**src/rtl/pe_result_writer.sv**
```systemverilog
// pe_result_writer
// Captures the PE array accumulator vector into a shadow register on acc_done,
// then streams it to the result SRAM as NUM_BEATS beats of BEAT_ELEMS lanes at
// consecutive addresses starting from base_addr. The PE core is free to start
// the next pass as soon as the capture has happened.
//
// Ports:
//   clk          system clock, rising edge
//   srst         synchronous active-high reset
//   acc_done     single-cycle pulse, mul_outcome final this cycle
//   mul_outcome  packed accumulators, element 0 at the MSB end
//   base_addr    first SRAM address, sampled with acc_done
//   sram_wready  SRAM write grant (beat completes on sram_wen && sram_wready)
//   sram_wen     write request
//   sram_waddr   write address
//   sram_wdata   beat data, lane l at [l*OUTCOME_WIDTH +: OUTCOME_WIDTH]
//   busy         high while not idle
//   wb_done      single-cycle pulse after the last beat is accepted
//   overrun_err  sticky, acc_done seen while busy
module pe_result_writer #(
    parameter int unsigned ARRAY_SIZE    = 32,
    parameter int unsigned OUTCOME_WIDTH = 32,
    parameter int unsigned BEAT_ELEMS    = 4,
    parameter int unsigned ADDR_WIDTH    = 10
) (
    input  logic                                clk,
    input  logic                                srst,
    input  logic                                acc_done,
    input  logic [ARRAY_SIZE*OUTCOME_WIDTH-1:0] mul_outcome,
    input  logic [ADDR_WIDTH-1:0]               base_addr,
    input  logic                                sram_wready,
    output logic                                sram_wen,
    output logic [ADDR_WIDTH-1:0]               sram_waddr,
    output logic [BEAT_ELEMS*OUTCOME_WIDTH-1:0] sram_wdata,
    output logic                                busy,
    output logic                                wb_done,
    output logic                                overrun_err
);

    localparam int unsigned NUM_BEATS = ARRAY_SIZE / BEAT_ELEMS;
    localparam int unsigned CNT_W     = (NUM_BEATS > 1) ? $clog2(NUM_BEATS) : 1;
    localparam int unsigned EIDX_W    = (ARRAY_SIZE > 1) ? $clog2(ARRAY_SIZE) : 1;
    localparam int unsigned BEAT_W    = BEAT_ELEMS * OUTCOME_WIDTH;
    localparam logic [CNT_W-1:0] LAST_BEAT = CNT_W'(NUM_BEATS - 1);

    typedef enum logic [1:0] {
        S_IDLE  = 2'd0,
        S_WRITE = 2'd1,
        S_DONE  = 2'd2
    } state_t;

    state_t                   r_state;
    logic [CNT_W-1:0]         r_beat_cnt;
    logic [OUTCOME_WIDTH-1:0] r_shadow [ARRAY_SIZE];
    logic                     r_wen;
    logic [ADDR_WIDTH-1:0]    r_waddr;
    logic [BEAT_W-1:0]        r_wdata;
    logic                     r_busy;
    logic                     r_wb_done;
    logic                     r_overrun;

    logic [OUTCOME_WIDTH-1:0] w_in_elem [ARRAY_SIZE];
    logic [BEAT_W-1:0]        w_first_beat;
    logic [BEAT_W-1:0]        w_next_beat;
    logic [CNT_W-1:0]         w_next_cnt;
    logic                     w_last;

    // Unpack the MSB-first input vector into ascending element order.
    for (genvar j = 0; j < ARRAY_SIZE; j++) begin : g_unpack
        assign w_in_elem[j] = mul_outcome[(ARRAY_SIZE-j)*OUTCOME_WIDTH-1 -: OUTCOME_WIDTH];
    end

    assign w_next_cnt = r_beat_cnt + CNT_W'(1);
    assign w_last     = (r_beat_cnt == LAST_BEAT);

    // Beat 0 comes straight from the input (shadow not loaded yet); later
    // beats are pre-fetched from the shadow one beat ahead so the output
    // data register is ready the cycle the previous beat is accepted.
    for (genvar l = 0; l < BEAT_ELEMS; l++) begin : g_lane
        assign w_first_beat[l*OUTCOME_WIDTH +: OUTCOME_WIDTH] = w_in_elem[l];
        assign w_next_beat[l*OUTCOME_WIDTH +: OUTCOME_WIDTH] =
            r_shadow[EIDX_W'(32'(w_next_cnt) * BEAT_ELEMS + 32'(l))];
    end

    // Control FSM with registered outputs.
    always_ff @(posedge clk) begin
        if (srst) begin
            r_state    <= S_IDLE;
            r_beat_cnt <= '0;
            r_wen      <= 1'b0;
            r_waddr    <= '0;
            r_wdata    <= '0;
            r_busy     <= 1'b0;
            r_wb_done  <= 1'b0;
            r_overrun  <= 1'b0;
            for (int i = 0; i < ARRAY_SIZE; i++) begin
                r_shadow[i] <= '0;
            end
        end else begin
            case (r_state)
                S_IDLE: begin
                    r_wb_done <= 1'b0;
                    if (acc_done) begin
                        r_shadow   <= w_in_elem;
                        r_waddr    <= base_addr;
                        r_wdata    <= w_first_beat;
                        r_beat_cnt <= '0;
                        r_wen      <= 1'b1;
                        r_busy     <= 1'b1;
                        r_state    <= S_WRITE;
                    end
                end
                S_WRITE: begin
                    if (acc_done) begin
                        r_overrun <= 1'b1;
                    end
                    // Without a grant everything holds (stall).
                    if (sram_wready) begin
                        r_beat_cnt <= w_next_cnt;
                        if (w_last) begin
                            r_wen     <= 1'b0;
                            r_wb_done <= 1'b1;
                            r_state   <= S_DONE;
                        end else begin
                            r_waddr <= r_waddr + ADDR_WIDTH'(1);
                            r_wdata <= w_next_beat;
                        end
                    end
                end
                S_DONE: begin
                    if (acc_done) begin
                        r_overrun <= 1'b1;
                    end
                    r_wb_done <= 1'b0;
                    r_busy    <= 1'b0;
                    r_state   <= S_IDLE;
                end
                default: begin
                    r_state <= S_IDLE;
                    r_wen   <= 1'b0;
                    r_busy  <= 1'b0;
                end
            endcase
        end
    end

    assign sram_wen    = r_wen;
    assign sram_waddr  = r_waddr;
    assign sram_wdata  = r_wdata;
    assign busy        = r_busy;
    assign wb_done     = r_wb_done;
    assign overrun_err = r_overrun;

endmodule
```
**config.mk**
```make
export PLATFORM = sky130hd
export DESIGN_NAME = pe_result_writer
export DESIGN_NICKNAME = d
export VERILOG_FILES = /design/src/rtl/pe_result_writer.sv
export SDC_FILE = /design/constraint.sdc
export NUM_CORES = 2
export LEC_CHECK = 0
export CELL_PAD_IN_SITES_DETAIL_PLACEMENT = 0
export CELL_PAD_IN_SITES_GLOBAL_PLACEMENT = 1
export CORE_AREA = 2 2 461 463
export DETAILED_ROUTE_END_ITERATION = 16
export DIE_AREA = 0 0 463 465
export PLACE_DENSITY = 0.53
export SYNTH_ARGS = -nofsm -noshare
export SYNTH_HDL_FRONTEND = slang
export SYNTH_SLANG_ARGS = --single-unit
```
**constraint.sdc**
```tcl
create_clock -name clk -period 4.4 [get_ports clk]
set_clock_uncertainty 0.15 [all_clocks]
set_input_delay 0.88 -clock clk [delete_from_list [all_inputs] [get_ports clk]]
set_output_delay 0.88 -clock clk [all_outputs]
set_load 0.02 [all_outputs]
```
Word-level counts from Yosys, hierarchy flattened
Index checks and enable logic that the tools add are counted.
{"block": "classes", "n_reduce_logical": 13, "n_eq_ne": 7, "n_mux": 35, "bitwise_logic": 6, "add_sub_neg": 5, "n_lt_le_gt_ge": 4}
{"op": "$bmux W32 S5", "count": 4}
{"op": "$mux W128", "count": 3}
{"op": "$mux W32", "count": 8}
{"op": "$pmux W128 S2", "count": 1}
{"op": "$mux W10", "count": 3}
{"op": "$ge A6 B6 Y1 const B", "count": 4}
{"op": "$not A5 Y6", "count": 4}
{"op": "$pmux W10 S2", "count": 1}
{"op": "$add A10 B1 Y10 const B", "count": 1}
{"op": "$add A5 B2 Y5 const B", "count": 2}
{"op": "$reduce_and A3 Y1", "count": 3}
{"op": "$ne A2 B2 Y1 const B", "count": 4}
{"op": "$reduce_and A4 Y1", "count": 2}
{"op": "$mux W2", "count": 3}
{"op": "$mux W3", "count": 2}
{"op": "$pmux W3 S2", "count": 1}
{"op": "$reduce_and A2 Y1", "count": 3}
{"op": "$add A5 B1 Y5 const B", "count": 1}
{"op": "$mux W1", "count": 5}
{"op": "$pmux W1 S2", "count": 2}
{"op": "$pmux W2 S2", "count": 1}
{"op": "$reduce_bool A2 Y1", "count": 2}
{"op": "$reduce_or A2 Y1", "count": 2}
{"op": "$add A3 B1 Y3 const B", "count": 1}
{"op": "other kinds (6)", "count": 7}
{"block": "totals", "elab_cells": 110, "out_inout_bits": 142, "input_bits": 1038, "ff_bits": 1171}

Depth between registers and ports, before layout
{"block": "depth", "ltp_word": 9, "depth_mapped": 10, "depth_no_buf": 6}

Worst setup path after synthesis
No wires, ideal clock.
{"block": "synth_timing", "path_kind": "input port to flip-flop", "start": "in acc_done", "end": "reg r_wdata[10] (netlist: sram_wdata[10])", "required_ps": 4180, "path_slack_ps": 2076, "n_path_buf": 4, "path_stages": 8, "arrival_time_ps": 2104, "setup_time_ps": 70, "cell_sequence": "buf_6 > mux2i_2 > a21o_1 > buf_6 > buf_6 > clkbuf_1 > nand2_1 > a21oi_1"}
{"block": "synth_via", "elab_chain_len": 2}
{"item": "start: declaration", "line": "28", "source": "input logic acc_done,"}
{"item": "$ne A2 B2 Y1 (no source line)"}
{"item": "$reduce_and A4 Y1 (no source line)"}
{"item": "end signal: assignment", "line": "106", "source": "r_wdata <= w_first_beat;"}
{"item": "end signal: assignment", "line": "126", "source": "r_wdata <= w_next_beat;"}
{"item": "end: declaration", "line": "57", "source": "logic [BEAT_W-1:0] r_wdata;"}
Every way passes these cells.
A chain may end at the register's enable or synchronous reset.

Worst setup path in the final report
{"block": "layout_timing", "start": "reg r_beat_cnt[0]", "end": "reg r_wdata[63] (netlist: sram_wdata[63])"}
{"block": "layout_via", "elab_chain_len": 9, "word_cells_on_any_way": 12, "cone_classes": "add/sub (2); eq/ne (2); mux (6); bitwise (1); reduce/logical (1)"}
{"item": "start: declaration", "line": "53", "source": "logic [CNT_W-1:0] r_beat_cnt;"}
{"item": "start signal: assignment", "line": "119", "source": "r_beat_cnt <= w_next_cnt;"}
{"item": "$add A3 B1 Y3", "line": "73", "source": "assign w_next_cnt = r_beat_cnt + CNT_W'(1);"}
{"item": "$add A5 B1 Y5", "line": "82", "source": "r_shadow[EIDX_W'(32'(w_next_cnt) * BEAT_ELEMS + 32'(l))];"}
{"item": "$not A5 Y6 (not written as such)", "line": "82"}
{"item": "$bmux W32 S5", "line": "82"}
{"item": "$mux W32 (not written as such) (2 in a row)", "line": "82"}
{"item": "$mux W128", "line": "120", "source": "if (w_last) begin"}
{"item": "$mux W128", "line": "118", "source": "if (sram_wready) begin"}
{"item": "$pmux W128 S2", "line": "100", "source": "case (r_state)"}
Parallel ways exist; a longest one is shown, timed or not. The select of a mux whose other input is x is not followed.

==> key figures <==
Pwr
  – Maximum VDD drop: 0.401 mV
  – Power Dens Cells: 440 nW/um^2
  – Leakage power: 24.4 nW

Cells and area
  – Post-Route Utilization: 32.6%
  – Proportion of layout cells with a drive suffix above 1: 9.10%
  – Multi-input gate area in the final layout: 23300 um^2
  – Register Area: 23400 um^2
  – Area growth syn-to-layout: 39.8%
  – Final std cells w/o fill: 9686
  – Nets: 7761
  – Final-layout fill cell count: 22100
  – Finished Cell Area: 68700 um^2

Clocking
  – H-Tree Depth: 4
  – TritonCTS Sinks: 1171
  – Num CTS Buffers: 145
  – Worst-path clk slew: 0.06 ns
  – # Post-CTS Setup Buffers: 0
  – PostCTS Resize Cnt: 0
  – # hold bufs at CTS: 0
  – TritonCTS clock tree: built
  – Worst-Skew Late Latency: 0.79 ns
  – Maximum clock path buffer count: 3
  – Clk root buf: clkbuf_16

GRT
  – First-pass GRT wire length: 323000 um
  – GRT overflow: 0
  – Vias in the first global route: 44700
  – Initial antenna violation count: 70
  – GRT Total Usage: 20.4%
  – Pin count of the biggest net entering global routing: 167

STA
  – Final TNS setup: 0 ns
  – Crit path time final: 3.17 ns
  – Period utilization: 72.1%
  – Slew headroom: 11.0%
  – Final Hold Viols: 0
  – Highest clock rate: 0.315 GHz
  – Max Slew Vio Count: 0
  – Setup violations, final: 0
  – RSZ-0062 raised after global routing: false
  – Slew @ Worst Pin: 1.33 ns

Floorplanning
  – Ports: 1180
  – Die Width: 463 um
  – Die ar.: 215000 um^2
  – Initial Util: 23.3%
  – Rows: 169
  – Die Y: 465 um
  – Core Region: 211000 um^2

Logic synthesis
  – Top cell type's share of synthesized area: 47.7%
  – Avg Inst Size Synth: 8.55 um^2
  – Post-synth EDFFs: 0
  – Register area share after synthesis: 47.7%
  – Area contributors post-synth: dfxtp_1 (48%), nand2_1 (17%), a21oi_1 (12%), mux4_2 (12%), mux2i_1 (2.6%)
  – Most numerous cell in the Yosys netlist: nand2_1
  – Synth Instances: 5754
  – FF+latch count, synth: 1171
  – Async S/R FF share, synth: 0%
  – Commonest cells post-synth: nand2_1 (2182), dfxtp_1 (1171), a21oi_1 (1160), clkbuf_1 (279), mux4_2 (254)
  – Post-synth top flop: dfxtp_1
  – Syn. warnings: 0
  – Synth area leader: dfxtp_1
  – Synth Cell Area: 49200 um^2
  – Yosys cell types: 41
  – Syn Nets: 6799

Place
  – Placement Cell Area: 63800 um^2
  – Dpl hpwl: 166000 um
  – Placed Instances: 9390
  – IO Port Bufs: 1179
  – RePlAce Congestion: 0.823

Detailed routing
  – DR vias: 44800
  – Final ANT Viol Nets: 0
  – DRC violations left: 0
  – WL per Instance: 23.4 um
  – DRT iter0 DRCs: 2980
  – Avg Vias per Cell: 4.63
  – TritonRoute pass-1 iters: 5
  – Final WL: 227000 um

Setup path
  – Crit path required time: 4.90 ns
  – CP max FO: 20
  – Critical path type: reg2reg
  – Critical path launch point type: flop
  – CP Data Arrival Time: 3.68 ns
  – Nature of the critical path endpoint: flop

Worst hold path
  – Worst hold path type: reg2reg

Run
  – Maxcap violations: 0

Run status
  – Status: finished, final reports clean
==> critical path, stage by stage, from the launching register on <==
cell	delay (ns)
dfxtp_4	0.36
ha_4	0.71
buf_4	0.48
buf_4	0.30
mux4_2	0.31
mux2i_1	0.39
a211o_1	0.19
a21oi_1	0.05
==> layer usage <==
layer	vias to the layer above	GRT usage [%]	part of all wire, %	routed length, um
met5	-	0	0.11	245
met3	282	4.90	6.0	13600
li1	21400	-	-	-
met4	42	5.48	2.1	4710
met1	21800	25.9	43	98300
met2	1296	34.3	48	110000
==> state kept, by name (all words and copies together), names as in the netlist <==
name and cells:
busy 1, overrun_err 1, r_beat_cnt 3, r_shadow 1024, r_state 2, sram_waddr 10, sram_wdata 128, sram_wen 1
wb_done 1
==> cells by family after synthesis <==
logic type,synth area share (%)
fa+ha+maj,0.178
flops,47.7
simple gates,18.2
mux,14.4
compound gates,14.6
buf+inv,4.96
==> stage by stage <==
stage,hold slack [ns],worst slack (ns),power [W]
5_1_grt,0.313,1.13,0.0317
6_report,0.300,1.23,0.0303
4_1_cts,0.301,1.15,0.0308
3_3_place_gp,0.288,0.932,0.0184
2_1_floorplan,0.282,2.08,0.0154
3_5_place_dp,0.293,0.854,0.0184
==> worst paths after layout <==
check,to,startpoint,slack (ns),cells past startpoint
setup / recovery,sram_wdata[63],r_beat_cnt[0],1.23,7
hold / removal,r_shadow[928],r_shadow[928],0.30,2
setup reg to reg,sram_wdata[63],r_beat_cnt[0],1.23,7
hold reg to reg,r_shadow[928],r_shadow[928],0.30,2
==> cell type report <==
class                   instances  share of cell area (%)
multi-input cells            4077                    34.0
inverters                      10                  0.0546
clock buffers                 220                    6.37
diodes                         38                   0.138
flip-flops and latches       1171                    34.1
repair buffers               1311                    19.6
well taps                    2821                    5.13
clock inverters                38                   0.642
==> placed cells by master (no fill, tap or decap), types with 4 or more instances in the layout <==
master | synthesis | routed
a211o_1 | 128 | 128
a211oi_1 | 5 | 5
a21oi_1 | 1160 | 1160
a22oi_1 | 5 | 5
buf_12 | 0 | 54
buf_4 | 25 | 78
bufinv_16 | 0 | 6
clkbuf_1 | 279 | 35
clkbuf_16 | 0 | 151
clkbuf_8 | 0 | 34
clkdlybuf4s50_1 | 0 | 1178
clkinv_2 | 0 | 19
clkinv_8 | 0 | 4
dfxtp_1 | 1171 | 1170
diode_2 | 0 | 38
ha_1 | 7 | 4
inv_1 | 10 | 10
inv_6 | 0 | 4
mux2i_1 | 130 | 130
mux4_2 | 254 | 254
nand2_1 | 2182 | 2181
nand3_1 | 8 | 8
nor2_1 | 144 | 144
nor3_1 | 6 | 6
o21ai_0 | 9 | 9
o22ai_1 | 4 | 4
==> power breakdown <==
| group | leakage (nW) | internal (W) | total [W] | switching [W] |
|---|---|---|---|---|
| Sequential | 9.62 | 0.0115 | 0.0121 | 0.000579 |
| Clock | 2.38 | 0.00722 | 0.0122 | 0.00495 |
| Combinational | 12.4 | 0.00266 | 0.00597 | 0.00331 |
| Total | 24.4 | 0.0214 | 0.0303 | 0.00883 |
No activity file was read; power rests on OpenSTA's default activity.
